<file path="config.mk">
export PLATFORM = sky130hd
export DESIGN_NAME = popcount_pattern_gen
export DESIGN_NICKNAME = d
export VERILOG_FILES = /design/src/rtl/popcount_pattern_gen.sv
export SDC_FILE = /design/constraint.sdc
export NUM_CORES = 1
export LEC_CHECK = 0
export ABC_CLOCK_PERIOD_IN_PS = 2550
export CORE_MARGIN = 5
export CORE_UTILIZATION = 40
export CTS_CLUSTER_DIAMETER = 80
export DETAILED_ROUTE_END_ITERATION = 7
export MAX_ROUTING_LAYER = met4
export SLEW_MARGIN = 20
export SYNTH_ARGS = -nofsm -noshare
export SYNTH_HDL_FRONTEND = slang
export SYNTH_SLANG_ARGS = --single-unit
</file>
<file path="constraint.sdc">
create_clock -name clk -period 2.55 [get_ports clk]
set_input_delay 0.3825 -clock clk [delete_from_list [all_inputs] [get_ports clk]]
set_output_delay 0.3825 -clock clk [all_outputs]
set_load 0.01 [all_outputs]
</file>
<file path="src/rtl/popcount_pattern_gen.sv">
// Weight-class pattern generator: for a requested weight k, emits every N-bit
// vector with exactly k ones in ascending order over a valid/ready stream.
module popcount_pattern_gen #(
  parameter int N  = 4,
  parameter int WW = $clog2(N + 1)
) (
  input  logic          clk,
  input  logic          rst_n,
  input  logic          start,
  input  logic [WW-1:0] weight,
  output logic          busy,
  output logic [N-1:0]  out_data,
  output logic          out_valid,
  input  logic          out_ready,
  output logic          out_last,
  output logic [15:0]   out_count,
  output logic          done,
  output logic          err
);

  typedef enum logic [1:0] {
    ST_IDLE = 2'd0,
    ST_SCAN = 2'd1,
    ST_HOLD = 2'd2,
    ST_FIN  = 2'd3
  } state_t;

  localparam logic [WW-1:0] N_W      = WW'(N);
  localparam logic [N-1:0]  ALL_ONES = {N{1'b1}};
  localparam logic [N-1:0]  ONE_N    = {{(N-1){1'b0}}, 1'b1};
  localparam logic [15:0]   ONE_16   = 16'd1;

  function automatic logic [WW-1:0] popcount(input logic [N-1:0] v);
    logic [WW-1:0] s;
    s = {WW{1'b0}};
    for (int i = 0; i < N; i++) begin
      s = s + WW'(v[i]);
    end
    return s;
  endfunction

  // k ones packed at the MSB end; zero when k is zero
  function automatic logic [N-1:0] last_pattern(input logic [WW-1:0] k);
    logic [N-1:0] res;
    res = {N{1'b0}};
    for (int i = 0; i < N; i++) begin
      res[i] = (i >= (N - int'(k)));
    end
    return res;
  endfunction

  state_t         r_state, w_state_nxt;
  logic [WW-1:0]  r_kreg, w_kreg_nxt;
  logic [N-1:0]   r_cand, w_cand_nxt;
  logic           r_prime, w_prime_nxt;
  logic [N-1:0]   r_data, w_data_nxt;
  logic           r_valid, w_valid_nxt;
  logic           r_last, w_last_nxt;
  logic [15:0]    r_count, w_count_nxt;
  logic           r_busy, w_busy_nxt;
  logic           r_done, w_done_nxt;
  logic           r_err, w_err_nxt;

  logic [WW-1:0]  w_pc;
  logic [N-1:0]   w_lastpat;
  logic           w_hs;

  assign w_pc      = popcount(r_cand);
  assign w_lastpat = last_pattern(r_kreg);
  assign w_hs      = r_valid & out_ready;

  // State and output registers with synchronous active-low reset
  always_ff @(posedge clk) begin
    if (!rst_n) begin
      r_state <= ST_IDLE;
      r_kreg  <= {WW{1'b0}};
      r_cand  <= {N{1'b0}};
      r_prime <= 1'b0;
      r_data  <= {N{1'b0}};
      r_valid <= 1'b0;
      r_last  <= 1'b0;
      r_count <= 16'd0;
      r_busy  <= 1'b0;
      r_done  <= 1'b0;
      r_err   <= 1'b0;
    end else begin
      r_state <= w_state_nxt;
      r_kreg  <= w_kreg_nxt;
      r_cand  <= w_cand_nxt;
      r_prime <= w_prime_nxt;
      r_data  <= w_data_nxt;
      r_valid <= w_valid_nxt;
      r_last  <= w_last_nxt;
      r_count <= w_count_nxt;
      r_busy  <= w_busy_nxt;
      r_done  <= w_done_nxt;
      r_err   <= w_err_nxt;
    end
  end

  // Next-state and next-output logic for the scan engine
  always_comb begin
    w_state_nxt = r_state;
    w_kreg_nxt  = r_kreg;
    w_cand_nxt  = r_cand;
    w_prime_nxt = r_prime;
    w_data_nxt  = r_data;
    w_valid_nxt = r_valid;
    w_last_nxt  = r_last;
    w_count_nxt = r_count;
    w_busy_nxt  = r_busy;
    w_done_nxt  = 1'b0;
    w_err_nxt   = 1'b0;

    case (r_state)
      ST_IDLE: begin
        if (start) begin
          w_busy_nxt  = 1'b1;
          w_count_nxt = 16'd0;
          if (weight > N_W) begin
            w_state_nxt = ST_FIN;
            w_done_nxt  = 1'b1;
            w_err_nxt   = 1'b1;
          end else begin
            w_state_nxt = ST_SCAN;
            w_kreg_nxt  = weight;
            w_cand_nxt  = {N{1'b0}};
            w_prime_nxt = 1'b1;
          end
        end else begin
          w_state_nxt = ST_IDLE;
        end
      end

      ST_SCAN: begin
        // First SCAN cycle only settles; the compare never sees the raw weight input
        if (r_prime) begin
          w_prime_nxt = 1'b0;
        end else if (w_pc == r_kreg) begin
          w_data_nxt  = r_cand;
          w_valid_nxt = 1'b1;
          w_last_nxt  = (r_cand == w_lastpat);
          w_state_nxt = ST_HOLD;
        end else if (r_cand == ALL_ONES) begin
          w_state_nxt = ST_FIN;
          w_done_nxt  = 1'b1;
        end else begin
          w_cand_nxt = r_cand + ONE_N;
        end
      end

      ST_HOLD: begin
        if (w_hs) begin
          w_count_nxt = r_count + ONE_16;
          w_valid_nxt = 1'b0;
          w_last_nxt  = 1'b0;
          if (r_last) begin
            w_state_nxt = ST_FIN;
            w_done_nxt  = 1'b1;
          end else begin
            w_cand_nxt  = r_cand + ONE_N;
            w_state_nxt = ST_SCAN;
          end
        end else begin
          w_state_nxt = ST_HOLD;
        end
      end

      ST_FIN: begin
        w_busy_nxt  = 1'b0;
        w_state_nxt = ST_IDLE;
      end

      default: begin
        w_state_nxt = ST_IDLE;
        w_valid_nxt = 1'b0;
        w_last_nxt  = 1'b0;
        w_busy_nxt  = 1'b0;
        w_prime_nxt = 1'b0;
      end
    endcase
  end

  assign busy      = r_busy;
  assign out_data  = r_data;
  assign out_valid = r_valid;
  assign out_last  = r_last;
  assign out_count = r_count;
  assign done      = r_done;
  assign err       = r_err;

endmodule

</file>
==> results of run 1 <==
## Yosys cell counts, drive strengths merged, types with 4 or more instances
cell    number
inv         15
nor2        23
nand2        9
nand4        4
dfxtp       35
a21oi        9
nor2b        8
xnor2       10
o21ai       17
ha          12
nand3       15
clkbuf       7
mux2i        6
xor2         7
nor3         9
and2         4
## worst max-delay path by stage
stage,slack (ns),endpoint,start,depth (start not counted)
4_1_cts,0.03,out_data[3]$_SDFFE_PN0P_,r_cand[0]$_SDFFE_PN0P_,10
6_report,0.14,r_cand[3]$_SDFFE_PN0P_,r_cand[0]$_SDFFE_PN0P_,10
3_3_place_gp,0.07,out_data[3]$_SDFFE_PN0P_,r_cand[0]$_SDFFE_PN0P_,10
3_5_place_dp,0.05,out_data[1]$_SDFFE_PN0P_,r_cand[0]$_SDFFE_PN0P_,10
2_1_floorplan,-0.03,out_data[0]$_SDFFE_PN0P_,r_cand[3]$_SDFFE_PN0P_,11
5_1_grt,-0.03,r_cand[3]$_SDFFE_PN0P_,r_cand[0]$_SDFFE_PN0P_,10
## through the flow
step | setup WS [ns] | area (um^2) | hold slack (ns) | power, W
final | 0.139 | 2590 | 0.519 | 0.00198
after global routing | -0.0292 | 2590 | 0.542 | 0.00214
after CTS | 0.0267 | 2550 | 0.521 | 0.00196
after detailed placement | 0.0458 | 2460 | 0.508 | 0.00154
after global placement | 0.0657 | 2460 | 0.495 | 0.00154
after floorplan | -0.0293 | 2030 | 0.480 | 0.00130
## area by class of cell
class	instances	area share
inverter	15	0.0217
multi-input combinational	179	0.491
sequential	35	0.271
tap	70	0.0338
clock buffer	6	0.0319
clock inverter	1	0.00193
timing repair buffer	41	0.149
## power by group through the flow
stage          clock network [W]  registers, W  logic [W]
6_report                0.000405      0.000670   0.000903
3_5_place_dp                   0      0.000676   0.000867
2_1_floorplan                  0      0.000679   0.000616
3_3_place_gp                   0      0.000679   0.000861
4_1_cts                 0.000422      0.000664   0.000869
5_1_grt                 0.000446      0.000681    0.00101
## layout by cell type, fill, tap and decap left out, types with 2 or more instances in the layout
cell,count
nand3_1,14
nand4_1,3
nor2b_1,8
mux2i_1,5
clkbuf_8,6
nand3b_1,3
ha_1,10
o22ai_1,3
nand2_1,9
xor2_1,7
and2_1,4
a21o_1,2
and4_1,2
nand2b_1,3
dfxtp_1,34
nor3b_1,2
a221oi_1,3
clkdlybuf4s50_1,31
xnor2_1,9
inv_1,14
o21ai_0,15
o21a_1,3
buf_4,10
a21oi_1,9
a211oi_1,3
nor3_1,9
nor2_1,22
a21boi_0,2
## state kept, by name (all words and copies together) (netlist names)
register and flops:
out_count 16, r_prime 1, out_valid 1, out_data 4, busy 1, r_kreg 3
err 1, r_state 2, r_cand 4, done 1, out_last 1
## repair_timing
| item | in CTS | in global routing |
|---|---|---|
| endpoints found under the setup margin | 0 | 13 |
| resized for setup | 0 | 10 |
| hold buffers | 0 | 0 |
## kinds of logic after synthesis
logic type / Yosys count / share of synthesized area
and+or+nand+nor: 90 / 0.246
AOI/OAI and AO/OA: 53 / 0.171
DFF: 35 / 0.345
buffers and inverters: 25 / 0.0493
xor gates and xnor gates: 17 / 0.0733
adders and majority gates: 13 / 0.0838
muxes: 6 / 0.0314
## metal layers
metal | track usage | vias up | share of wire
met2 | 0.259 | 24 | 0.49
met5 | - | - | 0
li1 | - | 921 | -
met3 | 0.0410 | 5 | 0.041
met4 | 0.0557 | 0 | 0.015
met1 | 0.172 | 826 | 0.45
## worst min-delay path, cell delays in order, from the launching register on
cell and delay (ns):
dfxtp_1 0.33, a21oi_1 0.06, nor2b_1 0.09
==> out/qor.yml, run 1 <==
status: "complete, no violations"
drive_gt1_frac: 0.112
ys_ff_latch: 35
clkTransAtPathRegs_ns: 0.07
fillers: 519
clock-root-buffer: "clkbuf_8"
wl_per_cell_um: 13.1
maxCapViolations: 0
syn-cell-area_mm2: 0.00203
antenna_found_initial: 0
tightest_slew_ns: 0.625
fin_crit_ns: 2.41
grt_max_degree: 17
finalWeightedCongestion: 0.820
start_util: 0.405
power_density_mw_per_mm2: 763
leakagePower_nw: 0.944
r2r_slack_ns: 0.14
routed_wl_um: 4550
fin_cells: 347
io_buffers: 31
tns_ns: 0
worstReg2RegStart: "r_cand[0]$_SDFFE_PN0P_"
cp.required_ns: 2.70
worstSetupStartpointType: "flop"
p_int_w: 0.00120
dp.cells: 340
yosys.area.top_type: "dfxtp_1"
ir_drop_uv: 371
setup_viol_count_final: 0
overflow: 0
report.final.slew_viol_count: 0
cts_tree: "done"
p_sw_frac: 0.391
slew_headroom: 0.581
post-route-util: 0.517
dr.pass1.iters: 4
clock_latency_ns: 0.28
register_area_um2: 702
nets: 297
drt_iter0_markers: 64
cp_max_fo: 8
cp_slowest_cell: "fa_1"
dieArea_mm2: 0.00660
ys_seq_area_frac: 0.345
row_count: 26
ys.flop_type: "dfxtp_1"
synth_area_leaders: "dfxtp_1 35%, ha_1 7.4%, xnor2_1 4.3%"
dp_hpwl_um: 3420
die_h_um: 81.3
htreeDepth: 2
worst_hold_path_type: "reg2reg"
async_flop_share: 0
track_usage: 0.152
vias: 1776
grt_pass1_vias: 1687
avgSynthCellArea_um2: 8.50
final.period_utilization: 0.946
critPathKind: "reg2reg"
min_path_cells: 2
seq_power_share: 0.339
fmax_mhz: 415
n_antenna_cell: 0
rr_endpoint: "r_cand[3]$_SDFFE_PN0P_"
skew_ns: 0.00971
yosysUniqueCellTypes: 50
pwr-share-comb: 0.456
area_growth_pct: 27.7
cts_sinks: 35
min_to: "busy$_SDFFE_PN0P_"
synth_warnings: 0
syn_nets: 259
rr_worst_depth: 10
clk_path_buf_depth: 2
drc_errors: 0
critPathMaxStageDelay_ns: 0.52
critPathBufInv: 2
ant_nets: 0
min_from: "busy$_SDFFE_PN0P_"
cts-buffers-inserted: 5
p_sw_w: 0.000774
cp-end-kind: "flop"
detail_route.vias_per_cell: 5.12
core-area_mm2: 0.00501
cp.arrival_ns: 2.56
dieWidth_um: 81.3
worstPathCellList: "inv_2, fa_1, inv_1, ha_2, ha_4, xnor2_2, a41oi_2, o211ai_1, a21oi_1, o32ai_1"
hold_violations: 0
synth_edf_count: 0
pin_count: 32
pwr-share-clk: 0.205
grt_pass1_wl_um: 7690
crit_family: "adder cells"
multi_input_comb_area_mm2: 0.00127
synthCells: 239
netlist.area_leader.share: 0.345
cts_post_setup_buffers_inserted: 0
Note: power is estimated with default switching activity, not from simulation.
==> run 2, diff against run 1 <==
--- a/config.mk
+++ b/config.mk
@@ -11,6 +11,7 @@
 export CTS_CLUSTER_DIAMETER = 80
 export DETAILED_ROUTE_END_ITERATION = 7
 export MAX_ROUTING_LAYER = met4
+export PLACE_DENSITY = 0.75
 export SLEW_MARGIN = 20
 export SYNTH_ARGS = -nofsm -noshare
 export SYNTH_HDL_FRONTEND = slang
==> run 2 against run 1 <==
- core utilization grew 0.17 points
- cell area is 0.34% higher
- sequential share of layout area shrank 0.14 points
==> out/qor.yml, run 2 (synthesis gave the netlist of run 1 again) <==
clock_latency_ns: 0.30
hold_buffers: 0
crit_family: "adder cells"
core-area_mm2: 0.00501
antenna_found_initial: 0
hold_violations: 0
cp-end-kind: "flop"
skew_ns: 0.00877
start_util: 0.405
fmax_mhz: 402
worstPathCellList: "inv_1, fa_1, inv_1, ha_1, ha_1, xnor2_2, a41oi_1, o211ai_1, buf_4, a21oi_1, o22ai_1"
power_w: 0.00209
nets: 297
report.final.slew_viol_count: 0
detail_route.vias_per_cell: 5.18
worstReg2RegStart: "r_cand[0]$_SDFFE_PN0P_"
grt_pass1_vias: 1651
ir_drop_uv: 476
tightest_slew_ns: 0.471
cp_max_fo: 8
cts_sinks: 35
slew_headroom: 0.685
min_to: "out_count[6]$_SDFFE_PN0P_"
rr_endpoint: "r_cand[2]$_SDFFE_PN0P_"
clock-root-buffer: "clkbuf_8"
rr_worst_depth: 11
grt_max_degree: 29
dp_hpwl_um: 3280
cp_slowest_cell: "fa_1"
cts_tree: "done"
clkTransAtPathRegs_ns: 0.08
worst_slack_ns: 0.0638
cp.required_ns: 2.73
leakagePower_nw: 0.959
drive_gt1_frac: 0.101
worst_hold_path_type: "reg2reg"
overflow: 0
min_path_cells: 2
drc_errors: 0
htreeDepth: 2
dieArea_mm2: 0.00660
dieWidth_um: 81.3
cp.arrival_ns: 2.67
ant_nets: 0
n_antenna_cell: 0
critPathMaxStageDelay_ns: 0.53
rsz0062_at_grt: "true"
pre_cts_slack_ns: 0.0242
routed_wl_um: 4510
final_cell_area_mm2: 0.00260
grt_pass1_wl_um: 7420
r2r_slack_ns: 0.06
cts-buffers-inserted: 5
drt_iter0_markers: 69
io_buffers: 31
tns_ns: 0
critPathBufInv: 3
status: "complete, no violations"
min_from: "out_count[6]$_SDFFE_PN0P_"
vias: 1802
final_common_cell: "dfxtp_1"
largest_reg_flops: 16
final.period_utilization: 0.975
pin_count: 32
maxCapViolations: 0
setup_viol_count_final: 0
placed_area_mm2: 0.00245
fin_crit_ns: 2.49
track_usage: 0.147
wl_per_cell_um: 13.0
clk_path_buf_depth: 2
power_density_mw_per_mm2: 805
finalWeightedCongestion: 0.830
row_count: 26
area_growth_pct: 28.1
die_h_um: 81.3
critPathKind: "reg2reg"
final_cell_mix: "35 x dfxtp_1, 31 x clkdlybuf4s50_1, 22 x nor2_1"
worstSetupStartpointType: "flop"
dr.pass1.iters: 4
run 2: tightest hold or removal path, delay by kind of cell (launching register included):
kind           cells  cell delay [ns]
AO/OA/AOI/OAI      2             0.14
flip-flops         1             0.34
run 2: area by class of cell:
type / instances / area [um^2]
Clock buffer: 5 / 68.8
Clock inverter: 3 / 43.8
Fill cell: 495 / 2410
Inverter: 15 / 56.3
Multi-Input combinational cell: 179 / 1260
Sequential cell: 35 / 701
Tap cell: 70 / 87.6
Timing Repair Buffer: 41 / 385
run 2: worst max-delay path by stage:
stage / start / endpoint / slack, ns / cells past startpoint
3_3_place_gp: r_cand[0]$_SDFFE_PN0P_ / out_data[0]$_SDFFE_PN0P_ / 0.08 / 10
6_report: r_cand[0]$_SDFFE_PN0P_ / r_cand[2]$_SDFFE_PN0P_ / 0.06 / 11
2_1_floorplan: r_cand[3]$_SDFFE_PN0P_ / out_data[0]$_SDFFE_PN0P_ / -0.03 / 11
4_1_cts: r_cand[0]$_SDFFE_PN0P_ / out_data[3]$_SDFFE_PN0P_ / 0.01 / 10
5_1_grt: r_cand[0]$_SDFFE_PN0P_ / r_cand[2]$_SDFFE_PN0P_ / -0.07 / 11
3_5_place_dp: r_cand[0]$_SDFFE_PN0P_ / out_data[3]$_SDFFE_PN0P_ / 0.02 / 10
run 2: routing by layer:
metal,track usage,vias up,share of wire
li1,-,917,-
met4,0.0355,0,0.010
met3,0.0443,5,0.054
met5,-,-,0
met1,0.173,838,0.46
met2,0.247,42,0.47
run 2: repair_timing:
| item | in CTS | in global routing |
|---|---|---|
| buffers inserted | 0 | 1 |
| endpoints found under the setup margin | 0 | 11 |
| endpoints found under the hold margin | 0 | 0 |
| gates resized for setup | 0 | 5 |
run 2: power breakdown:
group / internal [W] / switching (W) / total, W
clock: 0.000291 / 0.000215 / 0.000507
sequential: 0.000604 / 0.0000636 / 0.000668
combinational: 0.000391 / 0.000528 / 0.000920
total: 0.00129 / 0.000807 / 0.00209
run 2: metrics by stage:
step / utilization / cells / hold slack (ns)
4_1_cts: 0.512 / 347 / 0.519
6_report: 0.519 / 348 / 0.518
3_5_place_dp: 0.490 / 339 / 0.507
3_3_place_gp: 0.490 / 339 / 0.491
5_1_grt: 0.519 / 348 / 0.548
2_1_floorplan: - / 239 / 0.480
